===== src/rtl/hazard_pkg.sv =====
// Shared encodings for the hazard controller: operand-select code for the
// register file, default PC register index, and the stall FSM state type.
package hazard_pkg;
    localparam int SEL_RF         = 0;
    localparam int PC_REG_DEFAULT = 15;

    typedef enum logic {
        IDLE  = 1'b0,
        STALL = 1'b1
    } state_e;
endpackage


===== src/rtl/fwd_select.sv =====
// Priority forwarding match and operand mux for one ID source operand.
// The youngest (lowest-index) writing source with a matching rd wins.
module fwd_select
    import hazard_pkg::*;
#(
    parameter int DW     = 32,
    parameter int RAW    = 4,
    parameter int NSTAGE = 3,
    parameter int PC_REG = PC_REG_DEFAULT,
    parameter int SW     = $clog2(NSTAGE + 1)
) (
    input  logic [RAW-1:0]        id_r_i,
    input  logic                  id_used_i,
    input  logic [NSTAGE*RAW-1:0] src_rd_i,
    input  logic [NSTAGE-1:0]     src_we_i,
    input  logic [NSTAGE*DW-1:0]  src_data_i,
    input  logic [DW-1:0]         rf_data_i,
    output logic [SW-1:0]         sel_o,
    output logic [DW-1:0]         fwd_o
);
    always_comb begin
        sel_o = SW'(SEL_RF);
        fwd_o = rf_data_i;
        // Walk oldest to youngest so the youngest match overwrites the rest.
        for (int i = NSTAGE - 1; i >= 0; i--) begin
            if (id_used_i && (id_r_i != RAW'(PC_REG)) && src_we_i[i] &&
                (src_rd_i[i*RAW +: RAW] == id_r_i)) begin
                sel_o = SW'(i + 1);
                fwd_o = src_data_i[i*DW +: DW];
            end
        end
    end
endmodule


===== src/rtl/pipe_hazard_unit.sv =====
// ID-stage forwarding and load-use hazard controller: operand muxes, counted
// stall FSM that freezes under memory wait states, flush gating, stall stats.
module pipe_hazard_unit
    import hazard_pkg::*;
#(
    parameter int DW       = 32,
    parameter int RAW      = 4,
    parameter int NSTAGE   = 3,
    parameter int LOAD_LAT = 2,
    parameter int PC_REG   = PC_REG_DEFAULT,
    parameter int CW       = 16,
    localparam int SW      = $clog2(NSTAGE + 1)
) (
    input  logic                  clk,
    input  logic                  R,
    input  logic [RAW-1:0]        id_rn,
    input  logic [RAW-1:0]        id_rm,
    input  logic                  id_rn_used,
    input  logic                  id_rm_used,
    input  logic [NSTAGE*RAW-1:0] src_rd,
    input  logic [NSTAGE-1:0]     src_we,
    input  logic [NSTAGE-1:0]     src_load,
    input  logic [NSTAGE*DW-1:0]  src_data,
    input  logic [DW-1:0]         rf_pa,
    input  logic [DW-1:0]         rf_pb,
    input  logic                  mem_wait,
    input  logic                  flush,
    output logic [DW-1:0]         fwd_a,
    output logic [DW-1:0]         fwd_b,
    output logic [SW-1:0]         sel_a,
    output logic [SW-1:0]         sel_b,
    output logic                  pc_le,
    output logic                  ifid_le,
    output logic                  bubble,
    output logic                  ifid_flush,
    output logic                  stalling,
    output logic [CW-1:0]         stall_cnt
);
    localparam int CNTW = (LOAD_LAT > 0) ? $clog2(LOAD_LAT + 1) : 1;

    fwd_select #(.DW(DW), .RAW(RAW), .NSTAGE(NSTAGE), .PC_REG(PC_REG), .SW(SW)) u_fwd_rn (
        .id_r_i     (id_rn),
        .id_used_i  (id_rn_used),
        .src_rd_i   (src_rd),
        .src_we_i   (src_we),
        .src_data_i (src_data),
        .rf_data_i  (rf_pa),
        .sel_o      (sel_a),
        .fwd_o      (fwd_a)
    );

    fwd_select #(.DW(DW), .RAW(RAW), .NSTAGE(NSTAGE), .PC_REG(PC_REG), .SW(SW)) u_fwd_rm (
        .id_r_i     (id_rm),
        .id_used_i  (id_rm_used),
        .src_rd_i   (src_rd),
        .src_we_i   (src_we),
        .src_data_i (src_data),
        .rf_data_i  (rf_pb),
        .sel_o      (sel_b),
        .fwd_o      (fwd_b)
    );

    // Sources at or past LOAD_LAT never stall, so their load flags go unread.
    logic unused_load;
    assign unused_load = ^src_load;

    logic [CNTW-1:0] need_a, need_b, need;
    logic            hazard;

    always_comb begin
        need_a = '0;
        need_b = '0;
        for (int i = 0; i < NSTAGE; i++) begin
            if ((i < LOAD_LAT) && src_load[i]) begin
                if (sel_a == SW'(i + 1)) need_a = CNTW'(LOAD_LAT - i);
                if (sel_b == SW'(i + 1)) need_b = CNTW'(LOAD_LAT - i);
            end
        end
        need   = (need_a > need_b) ? need_a : need_b;
        hazard = (need != '0);
    end

    state_e          state_q, state_d;
    logic [CNTW-1:0] cnt_q, cnt_d;
    logic [CW-1:0]   stall_cnt_q, stall_cnt_d;
    logic            stall;

    // cnt holds the stall cycles still owed after the current one.
    always_comb begin
        state_d = state_q;
        cnt_d   = cnt_q;
        stall   = 1'b0;
        case (state_q)
            IDLE: begin
                if (R && hazard && !mem_wait) begin
                    stall = 1'b1;
                    cnt_d = need - CNTW'(1);
                    if (need > CNTW'(1)) state_d = STALL;
                end
            end
            STALL: begin
                stall = 1'b1;
                if (!mem_wait) begin
                    cnt_d = cnt_q - CNTW'(1);
                    if (cnt_q == CNTW'(1)) state_d = IDLE;
                end
            end
            default: state_d = IDLE;
        endcase
    end

    assign pc_le      = ~(stall | mem_wait);
    assign ifid_le    = ~(stall | mem_wait);
    assign bubble     = stall & ~mem_wait;
    assign ifid_flush = flush & ~stall & ~mem_wait;
    assign stalling   = (state_q == STALL);
    assign stall_cnt  = stall_cnt_q;

    always_comb begin
        stall_cnt_d = stall_cnt_q;
        if (bubble && (stall_cnt_q != '1)) stall_cnt_d = stall_cnt_q + CW'(1);
    end

    always_ff @(posedge clk or negedge R) begin
        if (!R) begin
            state_q     <= IDLE;
            cnt_q       <= '0;
            stall_cnt_q <= '0;
        end else begin
            state_q     <= state_d;
            cnt_q       <= cnt_d;
            stall_cnt_q <= stall_cnt_d;
        end
    end
endmodule


===== config.mk =====
export PLATFORM = sky130hd
export DESIGN_NAME = pipe_hazard_unit
export DESIGN_NICKNAME = d
export VERILOG_FILES = /design/src/rtl/hazard_pkg.sv /design/src/rtl/fwd_select.sv /design/src/rtl/pipe_hazard_unit.sv
export SDC_FILE = /design/constraint.sdc
export NUM_CORES = 1
export LEC_CHECK = 0
export ABC_AREA = 1
export BUFFER_PORTS_ARGS = -buffer_cell sky130_fd_sc_hd__clkbuf_2
export CAP_MARGIN = 25
export CORE_MARGIN = 2
export CORE_UTILIZATION = 35
export CTS_CLUSTER_DIAMETER = 50
export DETAILED_ROUTE_END_ITERATION = 6
export HOLD_SLACK_MARGIN = 0.15
export PLACE_DENSITY = 0.69
export SLEW_MARGIN = 30
export SYNTH_ARGS = -nofsm -noshare
export SYNTH_HDL_FRONTEND = slang
export SYNTH_SLANG_ARGS = --single-unit

===== constraint.sdc =====
create_clock -name clk -period 4.9 [get_ports clk]
set_input_delay 0.245 -clock clk [delete_from_list [all_inputs] [get_ports clk]]
set_output_delay 0.245 -clock clk [all_outputs]
set_load 0.005 [all_outputs]

==> results of run 1 <==
==> sequential cells by signal (all words and copies together) (netlist names) <==
signal,cells
cnt_q,2
stalling,1
stall_cnt,16
==> routing by layer <==
| layer | GRT usage [%] | routed length (um) | vias to the layer above |
|---|---|---|---|
| met2 | 45.07 | 8588 | 307 |
| met1 | 31.57 | 7343 | 2687 |
| li1 | - | - | 3108 |
| met3 | 2.899 | 1393 | 42 |
| met5 | 0 | 0 | - |
| met4 | 7.791 | 425 | 0 |
==> cell type report <==
type	count	area [um2]
fillers	1346	6151
multi-input cells	653	3072
repair buffers	292	1516
inverters	148	555.5
flip-flops and latches	19	475.5
well taps	168	210.2
clock buffers	4	78.83
diodes	1	2.502
==> worst max path at each step <==
| stage | from | end | slack, ps | depth (start not counted) |
|---|---|---|---|---|
| after global routing | id_rn[0] | stall_cnt[14]$_DFFE_PN0P_ | 690 | 22 |
| after CTS | id_rn[0] | stall_cnt[14]$_DFFE_PN0P_ | 1310 | 23 |
| after global placement | id_rn[0] | stall_cnt[14]$_DFFE_PN0P_ | 1140 | 23 |
| final | id_rn[0] | stall_cnt[14]$_DFFE_PN0P_ | 1320 | 23 |
| after floorplan | id_rm[3] | stall_cnt[5]$_DFFE_PN0P_ | 1690 | 23 |
| after detailed placement | id_rn[0] | stall_cnt[14]$_DFFE_PN0P_ | 1070 | 23 |
==> logic make-up after synthesis <==
group           count (synthesis)  share of synthesized area (%)
compound gates                 24                          3.085
xor+xnor                       12                          2.422
fa+ha+maj                       7                          2.018
buf+inv                       186                          18.28
flops                          19                          10.95
simple gates                  610                          63.25
==> per-stage QoR <==
step,setup WS [ps],total power [uW],hold WS (ps)
final,1320,774.3,281.1
after CTS,1308,776.1,289.6
after detailed placement,1070,605.0,234.3
after global routing,688.1,839.3,311.5
after floorplan,1689,403.3,-50.59
after global placement,1143,603.3,234.1
==> cell usage after synthesis (4+ instances only) <==
master	instances	area share (%)
nand2_1	401	35
inv_1	141	12
nand3_1	75	8.6
nand3b_1	65	11
nor2_1	35	3.0
buf_2	22	2.5
dfrtp_1	19	11
nand2_2	15	2.2
o21ai_0	14	1.6
xor2_1	9	1.8
buf_6	7	1.8
ha_1	7	2.0
inv_2	6	0.52
clkbuf_1	5	0.43
nand4_1	5	0.72
nor3_1	5	0.58
buf_4	4	0.69
==> worst max-delay path: cells and delay by family <==
kind / cells / cell delay (ps)
AND/OR/NAND/NOR: 14 / 1800
buffers and inverters: 4 / 640
adder cells (fa/ha/maj): 2 / 530
AO/OA/AOI/OAI: 3 / 450
==> where the power goes <==
| group | internal, uW | total, uW | switching [uW] | leakage (uW) |
|---|---|---|---|---|
| logic | 183 | 394 | 211 | 0.00375 |
| clock network | 111 | 170 | 59.0 | 0.0000382 |
| registers | 184 | 211 | 27.1 | 0.000229 |
| total | 477 | 774 | 297 | 0.00402 |
==> what timing repair did <==
action                                 4_1_cts  5_1_grt
gates resized for setup                      0        0
endpoints found under the hold margin       19        0
hold buffers                                 1        0
==> flow_summary.toml, run 1 <==
[clocking]
path_clk_slew_ps = 50
clk_latency_ps = 250
cts_buffers = 3
h-tree-depth = 1
clockBufferDepth = 2
cts_setup_buffers = 0
clock_sinks = 19
root_buffer = "clkbuf_16"
cts_tree = "yes"

[synthesis]
async_flop_share_pct = 100.0
synth_cell_types = 30
synth_seq_cells = 19
synth_warnings = 0
syn_area_mm2 = 0.004340
ys_seq_area_share_pct = 10.95
ys.flop_type = "dfrtp_1"
synth_cells = 858
synth.avg_cell_area_um2 = 5.059
synth_fp_nets = 1057
synth_edf_count = 0

[global_route]
grt_pass1_wl_um = 27050
grt_max_degree = 35
antenna_found_initial = 1
grt_usage_pct = 25.22
grt-ovfl-total = 0
first_global_vias = 5735

[worst_setup_path]
start_kind = "primary input"
r2r-start = "stall_cnt[0]$_DFFE_PN0P_"
cp-end-kind = "flip-flop"
reg2reg_slack_ps = 2870
r2r_end = "stall_cnt[9]$_DFFE_PN0P_"
critPathKind = "primary input to flip-flop"
ff2ff_path_depth = 10
critical-path-slowest-cell = "nor2_1"
cp.required_ps = 5040
arrival_ps = 3720
cp_max_fo = 18
critical_path.cell_chain = "clkbuf_2 > inv_2 > nand2_1 > nand3_1 > nor2_1 > nand2_2 > inv_2 > nand2_1 > ha_1 > nor2_1 > o21ai_0 > inv_1 > nand2_1 > o21ai_1 > ha_1 > nor2_1 > nor2_1 > nor2_1 > nand2_2 > nand2_2 > nand2_1 > o21ai_0 > nand2_1"
cpPeakStageDelay_ps = 430

[hold_path]
worstHoldPathCells = 3
min_to = "stalling$_DFF_PN0_"
hold_path.class = "primary input to flip-flop"
hp-start = "mem_wait"

[finish]
syn2layout_area_growth_pct = 36.18
fin_nets = 1316
fin_area_mm2 = 0.005911
utilization_pct = 49.00
most-common-layout-cells = "nand2_1, clkbuf_2, inv_1"
instances_no_fill = 1285
drive_gt1_share_pct = 29.12
final_common_cell = "nand2_1"

[route]
antenna_left = 0
drt_iter0_markers = 422
dr.pass1.iters = 7
vias_per_cell = 4.781
totalWireLength_um = 17750
wl_per_cell_um = 13.81
drc = 0
vias = 6144

[timing]
finalSetupViolCount = 0
fin_crit_ps = 3580
fin_setup_tns_ps = 0
clock_skew_ps = 1.486
min_period_over_period_pct = 73.05
rsz0062_at_grt = "no"
slew_viol_final = 0
max_freq_mhz = 279.4
hold_viol_final = 0
tightest_slew_ps = 548.0
slew_headroom_pct = 63.33

[power_and_ir_drop]
p_per_area_mw_per_mm2 = 131.0
ir_worst_vdd_uv = 106.9
leakagePower_uw = 0.004016

[die]
dieWidth_um = 115.4
die_area_mm2 = 0.01331
coreArea_mm2 = 0.01206
io_pins = 281
initial_core_util_pct = 35.99
dieHeight_um = 115.4
row_count = 40

[flow_run]
drv_cap = 0

[status]
status = "finished, final reports clean"

[placement]
placed_cell_area_mm2 = 0.005792
portBuffers = 279
gp_congestion = 0.9417
dp_cells = 1278
dp_hpwl_um = 13090
No activity file was read; power rests on OpenSTA's default activity.
==> inputs of run 2 (changes only) <==
==> constraint.sdc (replaced) <==
create_clock -name clk -period 3.8 [get_ports clk]
set_input_delay 0.19 -clock clk [delete_from_list [all_inputs] [get_ports clk]]
set_output_delay 0.19 -clock clk [all_outputs]
set_load 0.005 [all_outputs]
==> flow_summary.toml, run 2 (synthesized netlist as in run 1, its figures left out) <==
[status]
status = "finished, final reports clean"

[timing]
finalSetupViolCount = 0
hold_viol_final = 0
max_freq_mhz = 319.2
slew_viol_final = 0
fin_crit_ps = 3133
tightest_slew_ps = 641.7
clock_skew_ps = 3.312
fin_setup_tns_ps = 0
rsz0062_at_grt = "no"
slew_headroom_pct = 57.12
min_period_over_period_pct = 82.44
holdWs_ps = 234.2

[clocking]
root_buffer = "clkbuf_16"
cts_tree = "yes"
clockBufferDepth = 2
cts-resized-gates = 0
clk_latency_ps = 250
path_clk_slew_ps = 60
cts_buffers = 3
h-tree-depth = 1
clock_sinks = 19

[power_and_ir_drop]
leakagePower_uw = 0.004024
p_per_area_mw_per_mm2 = 169.0
ir_worst_vdd_uv = 153.7

[die]
initial_core_util_pct = 35.99
row_count = 40
dieHeight_um = 115.4
io_pins = 281
die_area_mm2 = 0.01331
dieWidth_um = 115.4
coreArea_mm2 = 0.01206

[worst_setup_path]
cpPeakStageDelay_ps = 320
critPathKind = "primary input to flip-flop"
cp-end-kind = "flip-flop"
reg2reg_slack_ps = 1690
path_buf_inv = 4
cpMostUsedCell = "nand2_1"
cp_max_fo = 15
crit_start = "id_rm[3]"
start_kind = "primary input"
critical-path-slowest-cell = "ha_1"
path_depth = 23
critical_path.cell_chain = "clkbuf_2 > inv_1 > a21oi_1 > nand2_1 > nor2_1 > nand2_2 > inv_2 > nand2_1 > ha_1 > nor2_1 > o21ai_0 > inv_1 > nand2_1 > o21ai_1 > ha_1 > nor2_1 > nor2_1 > nor2_1 > nand2_1 > nand2_2 > nand2_1 > o21ai_0 > nand2_1"
ff2ff_path_depth = 9
critPathTopFamily = "simple AND/OR/NAND/NOR gates"
cp.required_ps = 3940
arrival_ps = 3270
r2r-start = "stall_cnt[0]$_DFFE_PN0P_"

[placement]
gp_congestion = 0.9664
portBuffers = 279
dp_hpwl_um = 13280

[global_route]
grt-ovfl-total = 0
grt_usage_pct = 25.82
grt_pass1_wl_um = 27560
first_global_vias = 5779
grt_max_degree = 35
antenna_found_initial = 0

[flow_run]
drv_cap = 0

[finish]
drive_gt1_share_pct = 29.40
antennaDiodeCount = 0
final_common_cell = "nand2_1"
nFillCells = 1363
largest_reg_flops = 16
syn2layout_area_growth_pct = 36.21
most-common-layout-cells = "nand2_1, clkbuf_2, inv_1"
fin_nets = 1319

[route]
antenna_left = 0
vias_per_cell = 4.816
wl_per_cell_um = 13.81
dr.pass1.iters = 6
vias = 6198
drc = 0
drt_iter0_markers = 441
totalWireLength_um = 17780

[hold_path]
worstHoldPathCells = 3
hp-start = "mem_wait"
hold_path.class = "primary input to flip-flop"
## run 2: area by class of cell
class	count	area, um2	share of cell area, %
Multi-Input combinational cell	653	3072	51.96
Timing Repair Buffer	295	1519	25.69
Inverter	148	555.5	9.397
Sequential cell	19	475.5	8.042
Tap cell	168	210.2	3.556
Clock buffer	3	75.07	1.270
Clock inverter	1	5.005	0.08466
## run 2: worst paths after layout
path	to
min in group asynchronous	stall_cnt[4]$_DFFE_PN0P_
worst max register to register	stall_cnt[3]$_DFFE_PN0P_
worst min-delay path	stalling$_DFF_PN0_
worst max-delay path	stall_cnt[14]$_DFFE_PN0P_
max in group asynchronous	stall_cnt[6]$_DFFE_PN0P_
worst min register to register	stall_cnt[3]$_DFFE_PN0P_
## run 2: metal layers
layer | routed length (um) | track usage (%) | up-vias
li1 | - | - | 3120
met1 | 7138 | 32.24 | 2723
met2 | 8543 | 45.19 | 322
met3 | 1747 | 3.743 | 33
met4 | 345 | 8.996 | 0
met5 | 0 | 0 | -
## run 2: through the flow
| step | std cells | area [um2] | total power, uW | utilization (%) | setup slack (ps) |
|---|---|---|---|---|---|
| global placement | 1282 | 5822 | 779.2 | 48.27 | 492.7 |
| detailed placement | 1282 | 5822 | 783.2 | 48.27 | 403.0 |
| CTS | 1287 | 5912 | 1005 | 49.01 | 668.3 |
| floorplan | 858 | 4340 | 520.1 | - | 644.1 |
| global route | 1287 | 5912 | 1086 | 49.01 | 226.4 |
| finish | 1287 | 5912 | 999.1 | 49.01 | 667.2 |
## run 2: repair_timing
item	CTS	global route
hold endpoints to repair	19	0
setup buffers	0	0
hold buffers	1	0
## run 2: worst min-delay path, cell delays in order
cell	delay, ps
clkbuf_2	100
nor2_1	100
a211oi_1	50
## run 2: where the power goes
group | leakage, uW | switching, uW | internal, uW
Combinational | 0.00375 | 274 | 235
Clock | 0.0000409 | 77.3 | 141
Sequential | 0.000229 | 34.2 | 237
